$ cat src/rtl/c2c_shim_pipe_if.sv
// c2c request/response bus bundle: flattened read and write channels.
// The shim uses the slave modport toward the core and the master modport toward memory.
interface c2c_shim_pipe_if #(
  parameter int unsigned XLEN  = 32,
  parameter int unsigned NUM_R = 2,
  parameter int unsigned NUM_W = 1
);
  localparam int unsigned SW = XLEN / 8;

  logic [NUM_R-1:0]      rd_re;
  logic [NUM_R*SW-1:0]   rd_sel;
  logic [NUM_R*XLEN-1:0] rd_addr;
  logic [NUM_R-1:0]      rd_ack;
  logic [NUM_R*XLEN-1:0] rd_data;

  logic [NUM_W-1:0]      wr_we;
  logic [NUM_W*SW-1:0]   wr_sel;
  logic [NUM_W*XLEN-1:0] wr_addr;
  logic [NUM_W*XLEN-1:0] wr_data;
  logic [NUM_W-1:0]      wr_ack;

  modport master (
    output rd_re, rd_sel, rd_addr, wr_we, wr_sel, wr_addr, wr_data,
    input  rd_ack, rd_data, wr_ack
  );

  modport slave (
    input  rd_re, rd_sel, rd_addr, wr_we, wr_sel, wr_addr, wr_data,
    output rd_ack, rd_data, wr_ack
  );
endinterface

$ cat src/rtl/c2c_shim_pipe.sv
// Parametrised c2c shim: one-entry request buffer per read/write channel, all outputs registered.
// Optional per-channel memory-ack watchdog enabled by defining C2C_SHIM_TIMEOUT_EN.
module c2c_shim_pipe #(
  parameter int unsigned XLEN    = 32,
  parameter int unsigned NUM_R   = 2,
  parameter int unsigned NUM_W   = 1,
  parameter int unsigned TIMEOUT = 255
) (
  input  logic                   clk,
  input  logic                   reset,
  c2c_shim_pipe_if.slave         core,
  c2c_shim_pipe_if.master        mem,
  output logic [NUM_R+NUM_W-1:0] timeout
);
  localparam int unsigned SW = XLEN / 8;
`ifdef C2C_SHIM_TIMEOUT_EN
  localparam int unsigned CW = $clog2(TIMEOUT + 1);
`endif

  typedef enum logic [1:0] {ST_IDLE, ST_REQ, ST_RESP} state_t;

  if (!(XLEN == 32 || XLEN == 64)) begin : g_bad_xlen
    $error("c2c_shim_pipe: XLEN must be 32 or 64");
  end
  if (NUM_R < 1 || NUM_R > 8 || NUM_W < 1 || NUM_W > 4 || TIMEOUT < 1) begin : g_bad_cfg
    $error("c2c_shim_pipe: channel count or TIMEOUT out of range");
  end

  // Read channels: hold sel/addr on memory side until ack, return data with a one-cycle ack.
  for (genvar g = 0; g < NUM_R; g++) begin : g_rd
    state_t            r_state;
    logic              r_re;
    logic              r_ack;
    logic [SW-1:0]     r_sel;
    logic [XLEN-1:0]   r_addr;
    logic [XLEN-1:0]   r_data;
`ifdef C2C_SHIM_TIMEOUT_EN
    logic [CW-1:0]     r_cnt;
    logic              r_to;
`endif

    always_ff @(posedge clk or posedge reset) begin
      if (reset) begin
        r_state <= ST_IDLE;
        r_re    <= 1'b0;
        r_ack   <= 1'b0;
        r_sel   <= '0;
        r_addr  <= '0;
        r_data  <= '0;
`ifdef C2C_SHIM_TIMEOUT_EN
        r_cnt   <= '0;
        r_to    <= 1'b0;
`endif
      end else begin
        r_ack <= 1'b0;
        case (r_state)
          ST_IDLE: begin
            if (core.rd_re[g]) begin
              r_sel   <= core.rd_sel[g*SW +: SW];
              r_addr  <= core.rd_addr[g*XLEN +: XLEN];
              r_re    <= 1'b1;
              r_state <= ST_REQ;
`ifdef C2C_SHIM_TIMEOUT_EN
              r_cnt   <= '0;
`endif
            end
          end
          ST_REQ: begin
            if (mem.rd_ack[g]) begin
              r_data  <= mem.rd_data[g*XLEN +: XLEN];
              r_re    <= 1'b0;
              r_ack   <= 1'b1;
              r_state <= ST_RESP;
            end
`ifdef C2C_SHIM_TIMEOUT_EN
            else if (r_cnt == CW'(TIMEOUT - 1)) begin
              r_data  <= '1;
              r_re    <= 1'b0;
              r_ack   <= 1'b1;
              r_to    <= 1'b1;
              r_state <= ST_RESP;
            end else begin
              r_cnt <= r_cnt + CW'(1);
            end
`endif
          end
          ST_RESP: r_state <= ST_IDLE;
          default: r_state <= ST_IDLE;
        endcase
      end
    end

    assign mem.rd_re[g]                   = r_re;
    assign mem.rd_sel[g*SW +: SW]         = r_sel;
    assign mem.rd_addr[g*XLEN +: XLEN]    = r_addr;
    assign core.rd_ack[g]                 = r_ack;
    assign core.rd_data[g*XLEN +: XLEN]   = r_data;
`ifdef C2C_SHIM_TIMEOUT_EN
    assign timeout[g]                     = r_to;
`endif
  end

  // Write channels: hold sel/addr/data on memory side until ack.
  for (genvar g = 0; g < NUM_W; g++) begin : g_wr
    state_t            r_state;
    logic              r_we;
    logic              r_ack;
    logic [SW-1:0]     r_sel;
    logic [XLEN-1:0]   r_addr;
    logic [XLEN-1:0]   r_data;
`ifdef C2C_SHIM_TIMEOUT_EN
    logic [CW-1:0]     r_cnt;
    logic              r_to;
`endif

    always_ff @(posedge clk or posedge reset) begin
      if (reset) begin
        r_state <= ST_IDLE;
        r_we    <= 1'b0;
        r_ack   <= 1'b0;
        r_sel   <= '0;
        r_addr  <= '0;
        r_data  <= '0;
`ifdef C2C_SHIM_TIMEOUT_EN
        r_cnt   <= '0;
        r_to    <= 1'b0;
`endif
      end else begin
        r_ack <= 1'b0;
        case (r_state)
          ST_IDLE: begin
            if (core.wr_we[g]) begin
              r_sel   <= core.wr_sel[g*SW +: SW];
              r_addr  <= core.wr_addr[g*XLEN +: XLEN];
              r_data  <= core.wr_data[g*XLEN +: XLEN];
              r_we    <= 1'b1;
              r_state <= ST_REQ;
`ifdef C2C_SHIM_TIMEOUT_EN
              r_cnt   <= '0;
`endif
            end
          end
          ST_REQ: begin
            if (mem.wr_ack[g]) begin
              r_we    <= 1'b0;
              r_ack   <= 1'b1;
              r_state <= ST_RESP;
            end
`ifdef C2C_SHIM_TIMEOUT_EN
            else if (r_cnt == CW'(TIMEOUT - 1)) begin
              r_we    <= 1'b0;
              r_ack   <= 1'b1;
              r_to    <= 1'b1;
              r_state <= ST_RESP;
            end else begin
              r_cnt <= r_cnt + CW'(1);
            end
`endif
          end
          ST_RESP: r_state <= ST_IDLE;
          default: r_state <= ST_IDLE;
        endcase
      end
    end

    assign mem.wr_we[g]                   = r_we;
    assign mem.wr_sel[g*SW +: SW]         = r_sel;
    assign mem.wr_addr[g*XLEN +: XLEN]    = r_addr;
    assign mem.wr_data[g*XLEN +: XLEN]    = r_data;
    assign core.wr_ack[g]                 = r_ack;
`ifdef C2C_SHIM_TIMEOUT_EN
    assign timeout[NUM_R+g]               = r_to;
`endif
  end

`ifndef C2C_SHIM_TIMEOUT_EN
  assign timeout = '0;
`endif

endmodule

$ cat src/flat_wrapper.sv
// flat-port wrapper written by rule: the top's interface ports become plain ports
module c2c_shim_pipe_flat 
#(
  parameter int unsigned XLEN    = 32,
  parameter int unsigned NUM_R   = 2,
  parameter int unsigned NUM_W   = 1,
  parameter int unsigned TIMEOUT = 255
)
  (clk, reset, timeout, core_rd_re, core_rd_sel, core_rd_addr, core_wr_we, core_wr_sel, core_wr_addr, core_wr_data, core_rd_ack, core_rd_data, core_wr_ack, mem_rd_re, mem_rd_sel, mem_rd_addr, mem_wr_we, mem_wr_sel, mem_wr_addr, mem_wr_data, mem_rd_ack, mem_rd_data, mem_wr_ack);
  c2c_shim_pipe_if #(.XLEN(XLEN), .NUM_R(NUM_R), .NUM_W(NUM_W)) core_i ();
  c2c_shim_pipe_if #(.XLEN(XLEN), .NUM_R(NUM_R), .NUM_W(NUM_W)) mem_i ();
  input  logic clk;
  input  logic reset;
  output logic [NUM_R+NUM_W-1:0] timeout;
  input wire logic [$bits(core_i.rd_re)-1:0] core_rd_re;
  input wire logic [$bits(core_i.rd_sel)-1:0] core_rd_sel;
  input wire logic [$bits(core_i.rd_addr)-1:0] core_rd_addr;
  input wire logic [$bits(core_i.wr_we)-1:0] core_wr_we;
  input wire logic [$bits(core_i.wr_sel)-1:0] core_wr_sel;
  input wire logic [$bits(core_i.wr_addr)-1:0] core_wr_addr;
  input wire logic [$bits(core_i.wr_data)-1:0] core_wr_data;
  output wire logic [$bits(core_i.rd_ack)-1:0] core_rd_ack;
  output wire logic [$bits(core_i.rd_data)-1:0] core_rd_data;
  output wire logic [$bits(core_i.wr_ack)-1:0] core_wr_ack;
  output wire logic [$bits(mem_i.rd_re)-1:0] mem_rd_re;
  output wire logic [$bits(mem_i.rd_sel)-1:0] mem_rd_sel;
  output wire logic [$bits(mem_i.rd_addr)-1:0] mem_rd_addr;
  output wire logic [$bits(mem_i.wr_we)-1:0] mem_wr_we;
  output wire logic [$bits(mem_i.wr_sel)-1:0] mem_wr_sel;
  output wire logic [$bits(mem_i.wr_addr)-1:0] mem_wr_addr;
  output wire logic [$bits(mem_i.wr_data)-1:0] mem_wr_data;
  input wire logic [$bits(mem_i.rd_ack)-1:0] mem_rd_ack;
  input wire logic [$bits(mem_i.rd_data)-1:0] mem_rd_data;
  input wire logic [$bits(mem_i.wr_ack)-1:0] mem_wr_ack;
  assign core_i.rd_re = core_rd_re;
  assign core_i.rd_sel = core_rd_sel;
  assign core_i.rd_addr = core_rd_addr;
  assign core_i.wr_we = core_wr_we;
  assign core_i.wr_sel = core_wr_sel;
  assign core_i.wr_addr = core_wr_addr;
  assign core_i.wr_data = core_wr_data;
  assign core_rd_ack = core_i.rd_ack;
  assign core_rd_data = core_i.rd_data;
  assign core_wr_ack = core_i.wr_ack;
  assign mem_rd_re = mem_i.rd_re;
  assign mem_rd_sel = mem_i.rd_sel;
  assign mem_rd_addr = mem_i.rd_addr;
  assign mem_wr_we = mem_i.wr_we;
  assign mem_wr_sel = mem_i.wr_sel;
  assign mem_wr_addr = mem_i.wr_addr;
  assign mem_wr_data = mem_i.wr_data;
  assign mem_i.rd_ack = mem_rd_ack;
  assign mem_i.rd_data = mem_rd_data;
  assign mem_i.wr_ack = mem_wr_ack;
  c2c_shim_pipe #(.XLEN(XLEN), .NUM_R(NUM_R), .NUM_W(NUM_W), .TIMEOUT(TIMEOUT)) u_core (.clk(clk), .reset(reset), .core(core_i), .mem(mem_i), .timeout(timeout));
endmodule
$ cat config.mk
export PLATFORM = sky130hd
export DESIGN_NAME = c2c_shim_pipe_flat
export DESIGN_NICKNAME = d
export VERILOG_FILES = /design/src/rtl/c2c_shim_pipe_if.sv /design/src/rtl/c2c_shim_pipe.sv /design/src/flat_wrapper.sv
export SDC_FILE = /design/constraint.sdc
export NUM_CORES = 1
export LEC_CHECK = 0
export CELL_PAD_IN_SITES_DETAIL_PLACEMENT = 0
export CELL_PAD_IN_SITES_GLOBAL_PLACEMENT = 2
export CORE_ASPECT_RATIO = 0.5
export CORE_UTILIZATION = 27
export CTS_CLUSTER_SIZE = 20
export DETAILED_ROUTE_END_ITERATION = 12
export PLACE_DENSITY = 0.92
export SLEW_MARGIN = 20
export SYNTH_ARGS = -nofsm -noshare
export SYNTH_HDL_FRONTEND = slang
export SYNTH_SLANG_ARGS = --single-unit
$ cat constraint.sdc
create_clock -name clk -period 24.4 [get_ports clk]
set_input_delay 6.1 -clock clk [delete_from_list [all_inputs] [get_ports clk]]
set_output_delay 6.1 -clock clk [all_outputs]
set_load 0.01 [all_outputs]
Word level (Yosys, flattened, before mapping). Index checks and enable logic that the tools add are counted.

Register bits after elaboration: 216. Input port bits: 212. Output and inout port bits: 213. Logic and storage cells: 68.

Equal/unequal tests: 9. Muxes and demuxes: 24. Reductions and logical operators: 17.

Operators by type and width (number): $reduce_and A2 Y1 (8); $mux W1 (12); $mux W2 (6); $ne A2 B2 Y1 const B (6); $pmux W2 S2 (3); $reduce_and A3 Y1 (3); $eq A2 B1 Y1 const B (3); $logic_not A2 Y1 (3); $pmux W1 S2 (3); $reduce_bool A2 Y1 (3).

Longest topological paths before layout.
Word-level depth: 3. Gate-level depth with buffers: 5. Gate-level depth less buffers: 3.

Worst setup path after synthesis. OpenSTA, ideal clock, no wires.

Path kind: input -> register. From: in core_wr_we. To: reg u_core.g_wr[0].r_addr[18], in the netlist u_core.mem.wr_addr[18]. Library setup time: 127 ps. Arrival: 6978 ps. Required time: 24273 ps. Setup slack: 17294 ps. Stages on the path: 4. Path buffers: 2. Cell sequence: nor3b_2 > buf_4 > buf_6 > mux2_1.

Word-level cells in the longest chain between the ends: 1.

Ends and longest elaborated chain: from (decl) (RTL line flat_wrapper.sv:18) `input wire logic [$bits(core_i.wr_we)-1:0] core_wr_we;`; $reduce_and A2 Y1 (no source line); to (signal assigned) (RTL line c2c_shim_pipe.sv:134) `r_addr <= core.wr_addr[g*XLEN +: XLEN];`; to (decl) (RTL line c2c_shim_pipe.sv:109) `logic [XLEN-1:0] r_addr;`.

Every way passes these cells. A chain may end at the register's enable or synchronous reset.

Worst setup path after layout.
From: reg u_core.g_rd[0].r_addr[19]. To: out mem_rd_addr[19].

RTL lines: from (decl) (RTL line c2c_shim_pipe.sv:35) `logic [XLEN-1:0] r_addr;`; from (signal assigned) (RTL line c2c_shim_pipe.sv:60) `r_addr <= core.rd_addr[g*XLEN +: XLEN];`; to (decl) (RTL line flat_wrapper.sv:27) `output wire logic [$bits(mem_i.rd_addr)-1:0] mem_rd_addr;`.

No word-level cell between the ends.

==> results_dict.tcl <==
set metrics [dict create \
    grt_first_pass_wirelength_mm 37.87 \
    placeableCoreArea_mm2 0.02923 \
    crit_chain "clkdlybuf4s50_1" \
    holdCritPathClass "register to register" \
    area.growth.synth_to_final_pct 65.99 \
    antenna_left 0 \
    design_area_mm2 0.01345 \
    worstPathArrival_ns 1.50 \
    drive_above_1_share 0.2505 \
    maxSlewHeadroom 0.3718 \
    grt.overflow.total 0 \
    clkLatencyLatePin_ns 0.50 \
    synth_enable_flop_cells 0 \
    design.die.area_mm2 0.03074 \
    globalplace.congestion 0.8572 \
    async_sr_flop_fraction 1.000 \
    critPathRequiredTime_ns 18.30 \
    power_per_cell_area_mw_per_mm2 120.8 \
    timing.final.crit_share 0.3116 \
    max_fo_critical_path 2 \
    route.final.wire_length_mm 25.01 \
    start_util 0.2771 \
    grt_max_degree 136 \
    pin_count 425 \
    cts_setup_buffers 0 \
    worst_setup_hold_path_clk_slew_ns 0.07 \
    hold_viol 0 \
    kind_of_capture_point_of_the_worst_setup_path "output pin" \
    cp_top_family "buffers and inverters" \
    maxCapViolCount 0 \
    synthesis.instances 482 \
    route.detailed.wl_per_inst_um 19.03 \
    start_kind "register" \
    port-buffer-count 421 \
    crit_slowest_cell "sky130_fd_sc_hd__clkdlybuf4s50_1" \
    max_freq_mhz 131.5 \
    drc 8 \
    tightest_slew_ns 0.9422 \
    grt_pass1_vias 6091 \
    outcome "finished with violations" \
    static_power_due_to_leakage_nw 5.457 \
    drt-pass1-iter-count 8 \
    fin_util 0.4599 \
    placed_cell_area_mm2 0.01267 \
    core.rowCount 44 \
    final.setup.tns_ns 0 \
    crit_buf_inv 1 \
    synthTopCellsByCount "sky130_fd_sc_hd__dfrtp_1 (216), sky130_fd_sc_hd__mux2_2 (184), sky130_fd_sc_hd__mux2_1 (20)" \
    antenna_found_initial 1 \
    postSynthRegisterBits 216 \
    cts-root-buf "sky130_fd_sc_hd__clkbuf_16" \
    final-setup-viol-count 0 \
    synthMostInstantiatedCell "sky130_fd_sc_hd__dfrtp_1" \
    fin_worst_skew_ns 0.007721 \
    final_period_demand_of_the_worst_path_ns 7.602 \
    h_tree_levels 1 \
    cts_made_buffers 22 \
    grt_setup_unrepaired "no" \
    overall_die_height_um 124.5 \
    ys_dominant_reg_cell "sky130_fd_sc_hd__dfrtp_1" \
    cts.sink_count 216 \
    synth.area.top_cells "sky130_fd_sc_hd__dfrtp_1 (67%), sky130_fd_sc_hd__mux2_2 (26%), sky130_fd_sc_hd__mux2_1 (2.8%)" \
    worst_ir_drop_vdd_mv 0.04456 \
    hpwlAfterDp_mm 19.22 \
    failing_checks "design-rule violations" \
    report.final.slew_viol_count 0 \
    post_synth.cell_area_avg_um2 16.81 \
    first_iter_violations 291 \
    drt-vias-per-instance 4.191 \
    grt.total_usage 0.1624 \
    critical_path.max_stage_delay_ns 0.60 \
    die_width_um 247.0 \
    synth.lib_cells_used.distinct 16 \
    holdBufCountCts 0 \
    portion_of_synthesized_cell_area_occupied_by_the_leading_cell_type 0.6673 \
    synth_area_leader_cell "sky130_fd_sc_hd__dfrtp_1" \
    synth.yosys.seq_area_share 0.6673 \
    clock_tree_from_tritoncts "built" \
    design.final.nets 1118 \
    vias 5507 \
    critPathKind "register to output pin" \
    post_synth_instance_area_mm2 0.008100 \
    cts_buffer_depth 3 \
    cts_resized 0 \
    synth_warnings 0 \
]
flip-flops by register name (all words and copies together) (netlist names):
| name | cells |
|---|---|
| u_core.g_rd.r_addr | 64 |
| u_core.g_rd.r_data | 64 |
| u_core.mem.wr_addr | 32 |
| u_core.mem.wr_data | 32 |
| u_core.g_rd.r_sel | 8 |
| u_core.g_rd.r_state | 4 |
| u_core.mem.wr_sel | 4 |
| u_core.g_rd.r_ack | 2 |
| u_core.g_rd.r_re | 2 |
| u_core.g_wr.r_state | 2 |
| u_core.core.wr_ack | 1 |
| u_core.mem.wr_we | 1 |
metrics by stage:
| step | setup WS (ns) | std cells | hold WS (ns) | total power, mW |
|---|---|---|---|---|
| 3_3_place_gp | 15.99 | 1273 | 0.4685 | 1.263 |
| 4_1_cts | 16.47 | 1313 | 0.4931 | 1.651 |
| 6_report | 16.80 | 1314 | 0.4884 | 1.624 |
| 3_5_place_dp | 15.91 | 1273 | 0.4781 | 1.281 |
| 5_1_grt | 16.60 | 1314 | 0.5131 | 1.707 |
| 2_1_floorplan | 12.39 | 484 | 0.4430 | 0.8632 |
placed cells by master, fill, tap and decap left out, drive strengths merged:
cell type and count:
dfrtp 216, bufinv 3, clkbuf 30, o21ai 6, and3 6, a21oi 3, diode 1, inv 9
clkinvlp 2, buf 7, mux2 204, mux2i 1, conb 3, nor2 3, clkdlybuf4s50 421, nor3b 3
a211oi 2, clkinv 3
power breakdown:
part | internal (mW) | switching, mW
logic | 0.416 | 0.246
clock network | 0.215 | 0.145
registers | 0.514 | 0.0882
area by class of cell:
| type | instances | area [um2] |
|---|---|---|
| sequential | 216 | 5405 |
| tap | 391 | 489.2 |
| antenna | 1 | 2.502 |
| fill | 2605 | 15790 |
| clock inverter | 10 | 141.4 |
| multi-input combinational | 231 | 2471 |
| inverter | 7 | 33.78 |
| timing repair buffer | 428 | 4270 |
| clock buffer | 30 | 631.9 |
path summary, 6_finish.rpt:
| path | startpoint | to | slack (ns) | cells past startpoint |
|---|---|---|---|---|
| setup reg to reg | u_core.g_rd[1].r_state[1]$_DFFE_PP0P_ | u_core.g_rd[1].r_data[21]$_DFFE_PP0P_ | 22.50 | 4 |
| max in group asynchronous | reset | u_core.mem.wr_data[16]$_DFFE_PP0P_ | 16.91 | 3 |
| hold reg to reg | u_core.mem.wr_addr[28]$_DFFE_PP0P_ | u_core.mem.wr_addr[28]$_DFFE_PP0P_ | 0.49 | 1 |
| min in group asynchronous | reset | u_core.g_rd[0].r_data[11]$_DFFE_PP0P_ | 6.22 | 2 |
| hold / removal | u_core.mem.wr_addr[28]$_DFFE_PP0P_ | u_core.mem.wr_addr[28]$_DFFE_PP0P_ | 0.49 | 1 |
| setup / recovery | u_core.g_rd[0].r_addr[19]$_DFFE_PP0P_ | mem_rd_addr[19] | 16.80 | 1 |
kinds of logic after synthesis:
family,Yosys count,synth area share
DFF,216,0.6673
muxes,205,0.2848
buffers and inverters,37,0.03058
and+or+nand+nor,12,0.009422
AOI/OAI and AO/OA,11,0.007413
other,1,0.0004629
routing by layer:
metal / GRT usage / vias to the layer above / share of wire
met5: 0 / - / 0
met4: 0.04539 / 0 / 0.024
met3: 0.02521 / 38 / 0.028
met2: 0.3010 / 82 / 0.56
met1: 0.1925 / 2852 / 0.39
li1: - / 2535 / -
No activity file was read; power rests on OpenSTA's default activity.
